### src/rtl/w_regfile.sv
// rtl/w_regfile.sv - Y86-style writeback register file with condition codes and retirement counter
module w_regfile #(
    parameter bit BYPASS = 1'b1
) (
    input  logic        clk,
    input  logic        rst,
    input  logic        W_stall_i,
    input  logic        W_valid_i,
    input  logic [3:0]  W_dstE_i,
    input  logic [31:0] W_valE_i,
    input  logic [3:0]  W_dstM_i,
    input  logic [31:0] W_valM_i,
    input  logic [3:0]  d_srcA_i,
    input  logic [3:0]  d_srcB_i,
    output logic [31:0] d_rvalA_o,
    output logic [31:0] d_rvalB_o,
    input  logic        E_setcc_i,
    input  logic        e_zf_i,
    input  logic        e_sf_i,
    input  logic        e_of_i,
    output logic        cc_zf_o,
    output logic        cc_sf_o,
    output logic        cc_of_o,
    output logic [31:0] retired_o
);

    logic [31:0] regs [8];
    logic [31:0] retired_q;
    logic        cc_zf_q;
    logic        cc_sf_q;
    logic        cc_of_q;

    logic        wb_en;
    logic        e_we;
    logic        m_we;

    // IDs 8..15 (including RNONE) all have bit 3 set, so one bit decides legality.
    assign wb_en = W_valid_i & ~W_stall_i;
    assign e_we  = wb_en & ~W_dstE_i[3];
    assign m_we  = wb_en & ~W_dstM_i[3];

    // M-port is tested first so that popl %esp stores the popped value, not the incremented pointer.
    always_ff @(posedge clk or negedge rst) begin
        if (!rst) begin
            for (int i = 0; i < 8; i++) begin
                regs[i] <= '0;
            end
        end else begin
            for (int i = 0; i < 8; i++) begin
                if (m_we && (W_dstM_i == 4'(i))) begin
                    regs[i] <= W_valM_i;
                end else if (e_we && (W_dstE_i == 4'(i))) begin
                    regs[i] <= W_valE_i;
                end
            end
        end
    end

    always_ff @(posedge clk or negedge rst) begin
        if (!rst) begin
            cc_zf_q <= 1'b1;
            cc_sf_q <= 1'b0;
            cc_of_q <= 1'b0;
        end else if (E_setcc_i && !W_stall_i) begin
            cc_zf_q <= e_zf_i;
            cc_sf_q <= e_sf_i;
            cc_of_q <= e_of_i;
        end
    end

    always_ff @(posedge clk or negedge rst) begin
        if (!rst) begin
            retired_q <= '0;
        end else if (wb_en) begin
            retired_q <= retired_q + 32'd1;
        end
    end

    // Bypass applies the same priority as the array write: M overrides E.
    function automatic logic [31:0] read_port(input logic [3:0] src);
        logic [31:0] val;
        val = src[3] ? 32'h0 : regs[src[2:0]];
        if (BYPASS && e_we && (src == W_dstE_i)) begin
            val = W_valE_i;
        end
        if (BYPASS && m_we && (src == W_dstM_i)) begin
            val = W_valM_i;
        end
        return val;
    endfunction

    assign d_rvalA_o = read_port(d_srcA_i);
    assign d_rvalB_o = read_port(d_srcB_i);
    assign cc_zf_o   = cc_zf_q;
    assign cc_sf_o   = cc_sf_q;
    assign cc_of_o   = cc_of_q;
    assign retired_o = retired_q;

endmodule

### config.mk
export PLATFORM = sky130hd
export DESIGN_NAME = w_regfile
export DESIGN_NICKNAME = d
export VERILOG_FILES = /design/src/rtl/w_regfile.sv
export SDC_FILE = /design/constraint.sdc
export NUM_CORES = 1
export LEC_CHECK = 0
export BUFFER_PORTS_ARGS = -buffer_cell sky130_fd_sc_hd__clkbuf_2
export CORE_MARGIN = 8
export CORE_UTILIZATION = 45
export CTS_BUF_LIST = sky130_fd_sc_hd__clkbuf_8 sky130_fd_sc_hd__clkbuf_16
export DETAILED_ROUTE_END_ITERATION = 16
export GPL_ROUTABILITY_DRIVEN = 0
export GPL_TIMING_DRIVEN = 1
export PLACE_DENSITY = 0.69
export SYNTH_ARGS = -nofsm -noshare
export SYNTH_HDL_FRONTEND = slang
export SYNTH_SLANG_ARGS = --single-unit
export TNS_END_PERCENT = 20
### constraint.sdc
create_clock -name clk -period 1.48 [get_ports clk]
set_input_delay 0.074 -clock clk [delete_from_list [all_inputs] [get_ports clk]]
set_output_delay 0.074 -clock clk [all_outputs]
set_load 0.02 [all_outputs]
# Word-level counts from Yosys, hierarchy flattened
# Cells that the tools add are included.
word_totals:
  ff_bits: 291
  output_inout_bits: 99
  elab_cells: 101
op_classes:
  addsub: 1
  order_cmp: 2
  n_eq_ne: 18
  n_mux: 28
  bitwise_logic: 8
  reduce_logical: 32
op_table:
  columns: ["operator", "count"]
  rows:
  - ["$mux W32", 26]
  - ["$bmux W32 S3", 2]
  - ["$add A32 B1 Y32 const B", 1]
  - ["$eq A4 B3 Y1 const B", 8]
  - ["$logic_and A1 B1 Y1", 21]
  - ["$eq A4 B2 Y1 const B", 4]
  - ["$eq A4 B4 Y1", 4]
  - ["$reduce_bool A2 Y1", 8]
  - ["$eq A4 B1 Y1 const B", 2]
  - ["$ge A4 B4 Y1 const B", 2]
  - ["$logic_not A4 Y1", 2]
  - ["$not A3 Y4", 2]
  - ["$and A1 B1 Y1", 3]
  - ["$not A1 Y1", 3]
  - ["$logic_not A1 Y1", 1]

# Longest topological paths before layout
# Gate-level depths: netlist of the first run.
logic_depth:
  word_depth: 7
  depth_mapped: 8

# Worst setup path before layout of the first run
# Ideal clock, no wire load.
synth_path:
  kind: "input to register"
  from: "input W_dstM_i[2]"
  to: "register regs[65] in the netlist's numbering"
  setup_time_ns: 0.125
  t_arrival_ns: 1.578
  path_slack_ns: -0.223
  path_stages: 6
  path_buffers: 2
  cell_sequence: "clkbuf_1 -> nand3b_1 -> nor3_2 -> buf_2 -> mux2_2 -> mux2_2"
synth_between:
  elab_chain_cells: 3
synth_lines:
  columns: ["element", "line_no", "text"]
  rows:
  - ["start, declared", "11", "input logic [3:0] W_dstM_i,"]
  - ["$eq A4 B3 Y1 *", "50", "if (m_we && (W_dstM_i == 4'(i))) begin"]
  - ["$logic_and A1 B1 Y1 *", "50", null]
  - ["$mux W32 / $reduce_bool A2 Y1 (equally long branches)", null, null]
  - ["end signal, assigned by index", "51", "regs[i] <= W_valM_i;"]
  - ["end signal, assigned by index", "53", "regs[i] <= W_valE_i;"]
  - ["end, declared", "27", "logic [31:0] regs [8];"]
# Every way passes the cells marked *; elsewhere a longest branch is shown, timed or not.
# A chain may end at the register's enable or synchronous reset.

# Final worst setup path of the first run
layout_path:
  from: "register regs[222] in the netlist's numbering"
  to: "output d_rvalA_o[30]"
layout_between:
  elab_chain_cells: 6
layout_lines:
  columns: ["element", "line_no", "text"]
  rows:
  - ["$bmux W32 S3", "82", "val = src[3] ? 32'h0 : regs[src[2:0]];"]
  - ["$mux W32 (implied by the code) (2 in a row)", "82", null]
  - ["$mux W32", "82", null]
  - ["$mux W32", "83", "if (BYPASS && e_we && (src == W_dstE_i)) begin"]
  - ["$mux W32", "86", "if (BYPASS && m_we && (src == W_dstM_i)) begin"]
  - ["end, declared", "15", "output logic [31:0] d_rvalA_o,"]
# Every way passes these cells. The select of a mux whose other input is x is not followed.

==> out/results.ini, run 1 <==
[outcome]
status = finished, violations left
violations = setup timing

[sta]
period_needed_ps = 2300
tightest_slew_ps = 511
slew_viol_final = 0
final_hold_viol_count = 0
slew-limit-headroom_pct = 65.9
rsz0062_at_grt = yes
setup_tns_ps = -44520
setup_viol = 64
fmax_mhz = 435
timing.hold.ws_ps = 24.1
skew_ps = 7.34
fin_crit_sh_pct = 155
timing.final.ws_setup_ps = -820

[job]
maxCapViolCount = 0

[synth]
avgSynthCellArea_sq_um = 10.9
synth.area.top_cells = dfrtp_1 38%, mux4_2 15%, mux2i_1 10%
yosysUniqueCellTypes = 40
syn_nets = 1823
synth_flop_cell = dfrtp_1
syn_inst = 1734
synth_top_area_cell = dfrtp_1
yosys_warnings = 0
synth_seq_cells = 291
synth_edf_count = 0
synth_seq_area_share_pct = 38.5
syn_area_sq_mm = 0.0189
synth_top_area_share_pct = 38.3
ys_async_sr_fraction_pct = 100

[cells_and_area]
area_growth_pct = 31.1
nets = 2096
drive_gt1_share_pct = 42.0
final_common_cell = dfrtp_1
final_cell_mix = 281 x dfrtp_1, 192 x mux2i_1, 165 x nor2_1, 135 x buf_4, 132 x clkbuf_2

[pwr]
p_int_mw = 20.2
leakage_nw = 11.5
p_seq_share_pct = 39.4
power.net_switching_mw = 9.02
p_sw_share_pct = 30.9
p_per_area_mw_per_mm2 = 1180
pwr-share-comb_pct = 31.1
p_total_mw = 29.2
clkPwrFrac_pct = 29.5
irDropWorstVdd_v = 0.000645

[global_route]
grt_use_total_pct = 25.4
grt.met2_usage_pct = 40.3
grt_antenna_before_repair = 1
grt_max_degree = 65
gr-total-overflow = 0
grtUsageMet1_pct = 33.7
grt.busiest_layer = met2
grt_pass1_vias = 16587
use_met3_pct = 4.96
grt_pass1_wl_mm = 98.5

[routing]
firstDrtPassIters = 5
antenna_left = 0
vias = 15731
drc = 0
finalWirelength_mm = 62.9
wl_per_cell_microns = 24.5
viasPerCell = 6.12
drtIter0Drc = 1557

[worst_setup_path]
cpLargestDelayFamily = multiplexers
crit_slowest_cell = mux4_2
crit_fanout = 3
crit_cells = 5
cp.required_ps = 1410
startpoint_type = flop
r2r_cells = 4
arrival_ps = 2230
cp-startpoint = regs[222]
crit_path_end_kind = primary output
crit_buf_inv = 1
critPathKind = flop to primary output
path_cells = mux4_2, mux2_4, a22oi_2, a21oi_2, clkbuf_8
r2r-start = retired_o[18]
cp_slowest_stage_delay_ps = 480

[clocking]
cts_max_level = 2
cts_buffers = 35
root_buffer = clkbuf_16
cts_tree = built
clock-sinks = 291
path_clk_slew_ps = 60
cts.path.max_buffers = 3
insertion_delay_ps = 540

[min_path]
worstHoldStart = W_valE_i[26]
hold_path_depth = 3
holdCritPathClass = input port to flop

[die]
die_h_microns = 221
ios = 187
die_x_microns = 221
core_sq_mm = 0.0418
start_util_pct = 45.3
rows = 75
dieArea_sq_mm = 0.0489

[placement]
port_buffers = 186
hpwlAfterDp_mm = 40.7
place_ws_ps = -509

## metal layers
layer	up-vias	routed length (microns)
met5	-	8
met4	2	2300
met3	166	4360
met2	682	29900
met1	7985	26400
li1	6896	-
## cells in the mapped netlist, drive strengths merged, types with 42 or more instances
| library cell | count |
|---|---|
| nor2 | 166 |
| o21ai | 96 |
| nand2 | 110 |
| mux4 | 128 |
| clkbuf | 107 |
| xnor2 | 42 |
| a22oi | 66 |
| dfrtp | 290 |
| mux2 | 195 |
| mux2i | 192 |
| buf | 99 |
| a21oi | 160 |
## flip-flops by register name, indices dropped and copies added, names as in the netlist
register	flops
cc_of_o	1
regs	256
cc_sf_o	1
retired_o	32
cc_zf_o	1
## layout make-up
class                   count  area [sq um]
diodes                      1          2.50
clock buffers              45          1040
clock inverters            17           103
fillers                  3276         16900
inverters                   2          7.51
multi-input cells        1235         11600
flip-flops and latches    291          7290
well taps                 539           674
repair buffers            442          4130
## worst register-to-register path: cells and delay by family (launching register included)
kind	cells	cell delay [ps]
XOR/XNOR	1	140
flip-flops	1	380
AND/OR/NAND/NOR	3	770
## kinds of logic after synthesis
| group | after synthesis | synth area share, % |
|---|---|---|
| muxes | 515 | 37.0 |
| and+or+nand+nor | 351 | 8.16 |
| AOI/OAI and AO/OA | 325 | 9.52 |
| DFF | 291 | 38.5 |
| buffers and inverters | 208 | 4.80 |
| xor gates and xnor gates | 43 | 1.99 |
| adders and majority gates | 1 | 0.0661 |
## stage by stage
stage | util (%) | instances | instance area [sq um]
5_1_grt | 59.4 | 2571 | 24800
3_5_place_dp | 53.3 | 2425 | 22300
2_1_floorplan | - | 1734 | 19500
6_report | 59.4 | 2572 | 24800
4_1_cts | 58.4 | 2557 | 24400
3_3_place_gp | 53.3 | 2425 | 22300
## power by group through the flow
stage	clock, mW	sequential, mW	combinational [mW]
detailed placement	0	11.5	8.19
global placement	0	11.4	7.92
global route	9.02	11.7	9.80
finish	8.60	11.5	9.10
floorplan	0	11.1	5.79
CTS	8.74	11.4	8.63
## repair_timing
item	4_1_cts	5_1_grt
hold endpoints to repair	478	0
setup endpoints to repair	64	86
pin swaps	12	23
hold buffers	68	0
setup buffers	3	14
gates resized for setup	63	134
## path summary, 6_finish.rpt
path | slack, ps | endpoint
max in group asynchronous | 770 | regs[182]
hold reg to reg | 480 | retired_o[31]
min in group asynchronous | 40 | retired_o[27]
setup reg to reg | 70 | retired_o[28]
setup / recovery | -820 | d_rvalA_o[30]
hold / removal | 20 | regs[58]
Note: power is estimated with default switching activity, not from simulation.
==> run 2, diff against run 1 <==
--- a/config.mk
+++ b/config.mk
@@ -7,12 +7,12 @@
 export LEC_CHECK = 0
 export BUFFER_PORTS_ARGS = -buffer_cell sky130_fd_sc_hd__clkbuf_2
 export CORE_MARGIN = 8
-export CORE_UTILIZATION = 45
+export CORE_UTILIZATION = 55
 export CTS_BUF_LIST = sky130_fd_sc_hd__clkbuf_8 sky130_fd_sc_hd__clkbuf_16
 export DETAILED_ROUTE_END_ITERATION = 16
 export GPL_ROUTABILITY_DRIVEN = 0
 export GPL_TIMING_DRIVEN = 1
-export PLACE_DENSITY = 0.69
+export PLACE_DENSITY = 0.81
 export SYNTH_ARGS = -nofsm -noshare
 export SYNTH_HDL_FRONTEND = slang
 export SYNTH_SLANG_ARGS = --single-unit
==> run 2 against run 1 <==
The run still ends with setup timing left. First-iteration DRC count grew 24%. Cell count shrank 2.8%. Via count grew 7.4%.
==> out/results.ini, run 2 (synthesis gave the netlist of run 1 again) <==
[routing]
vias = 16895
finalWirelength_mm = 66.7
wl_per_cell_microns = 26.7
drc = 0
antenna_left = 0
viasPerCell = 6.76
drtIter0Drc = 1937
firstDrtPassIters = 7

[pwr]
p_int_mw = 19.9
pwr-share-comb_pct = 31.6
clkPwrFrac_pct = 28.4
irDropWorstVdd_v = 0.000878
p_seq_share_pct = 40.0
leakage_nw = 11.4
p_sw_share_pct = 32.0
p_per_area_mw_per_mm2 = 1190
power.net_switching_mw = 9.35

[clocking]
insertion_delay_ps = 570
root_buffer = clkbuf_16
cts_tree = built
clock-sinks = 291
cts_max_level = 1
path_clk_slew_ps = 70
cts.path.max_buffers = 3
cts_buffers = 31

[global_route]
gr-total-overflow = 0
grt_antenna_before_repair = 2
grt_pass1_wl_mm = 101
grt_max_degree = 51
grt_use_total_pct = 31.4
grt_pass1_vias = 17668

[die]
core_sq_mm = 0.0342
dieArea_sq_mm = 0.0406
rows = 68
ios = 187
start_util_pct = 55.3
die_h_microns = 202
die_x_microns = 202

[cells_and_area]
nFillCells = 2119
final_cell_mix = 280 x dfrtp_1, 192 x mux2i_1, 165 x nor2_1, 164 x buf_4, 137 x clkbuf_2
largest_reg_flops = 256
antenna_cells = 0
area_growth_pct = 29.8
final_common_cell = dfrtp_1
postLayoutCellArea_sq_mm = 0.0246
regMostFlops = regs
drive_gt1_share_pct = 42.2
nets = 2111
postLayoutCoreUtil_pct = 71.8

[sta]
period_needed_ps = 2360
slew-limit-headroom_pct = 70.7
fin_crit_sh_pct = 160
timing.final.ws_setup_ps = -882
slew_viol_final = 0
final_hold_viol_count = 0
rsz0062_at_grt = yes
skew_ps = 6.62
timing.hold.ws_ps = 34.8
fmax_mhz = 423
setup_viol = 65
tightest_slew_ps = 440

[worst_setup_path]
r2r_cells = 5
path_cells = mux4_2, mux2_4, a22oi_2, a21oi_2, buf_6
crit_path_end_kind = primary output
r2r_end = retired_o[27]
crit_slowest_cell = mux4_2
reg2reg_slack_ps = 30
cp.required_ps = 1410
arrival_ps = 2290
worstSetupEndpoint = d_rvalA_o[2]
critPathKind = flop to primary output
cp_slowest_stage_delay_ps = 540
cp-startpoint = regs[162]
crit_fanout = 3
startpoint_type = flop
r2r-start = retired_o[7]

[placement]
hpwlAfterDp_mm = 41.8
port_buffers = 186
place_ws_ps = -467
placed_cell_area_sq_mm = 0.0221

[job]
maxCapViolCount = 0

[outcome]
violations = setup timing
status = finished, violations left

[min_path]
holdCritPathClass = input port to async pin

-- run 2: final cells by class --
| type | instances | area (sq um) | share of cell area (%) |
|---|---|---|---|
| Multi-Input combinational cell | 1235 | 11600 | 47.1 |
| Inverter | 2 | 7.51 | 0.0306 |
| Clock inverter | 21 | 249 | 1.01 |
| Clock buffer | 35 | 831 | 3.38 |
| Timing Repair Buffer | 461 | 4040 | 16.4 |
| Sequential cell | 291 | 7300 | 29.7 |
| Tap cell | 455 | 569 | 2.32 |
-- run 2: layer usage --
metal	share of wire, %	wire, microns	up-vias	global-route usage, %
li1	-	-	6933	-
met1	35	23500	8266	37.7
met2	47	31400	1301	50.3
met3	11	7190	391	7.24
met4	6.9	4640	4	20.5
met5	0.031	21	-	0
-- run 2: worst min-delay path by stage --
stage / slack [ps] / startpoint / to
CTS: 20 / rst / regs[58]
detailed placement: 20 / rst / regs[128]
finish: 30 / rst / regs[58]
global route: 50 / rst / regs[250]
floorplan: -220 / rst / cc_of_o
global placement: 10 / rst / regs[128]
-- run 2: what timing repair did --
item / in CTS / in global routing
endpoints found under the hold margin: 485 / 0
gates resized for setup: 66 / 111
endpoints found under the setup margin: 64 / 80
hold buffers: 73 / 0
setup buffers: 3 / 6
pin swaps: 3 / 18
-- run 2: worst max-delay path, delay by kind of cell, from the launching register on --
kind	cells	cell delay, ps
compound gates	2	250
flops	1	480
buf+inv	1	140
mux	2	840
-- run 2: per-stage QoR --
stage	setup TNS, ps	total power [mW]	instances
after floorplan	-4220	16.9	1734
after global placement	-47360	19.2	2363
after detailed placement	-57550	19.8	2363
after CTS	-47200	28.5	2494
after global routing	-50460	30.3	2500
final	-47520	29.3	2500
-- run 2: power by group through the flow --
stage | registers (mW) | logic [mW] | clock network (mW)
2_1_floorplan | 11.1 | 5.79 | 0
3_3_place_gp | 11.4 | 7.82 | 0
3_5_place_dp | 11.6 | 8.17 | 0
4_1_cts | 11.5 | 8.71 | 8.33
5_1_grt | 11.8 | 9.85 | 8.64
6_report | 11.7 | 9.24 | 8.31
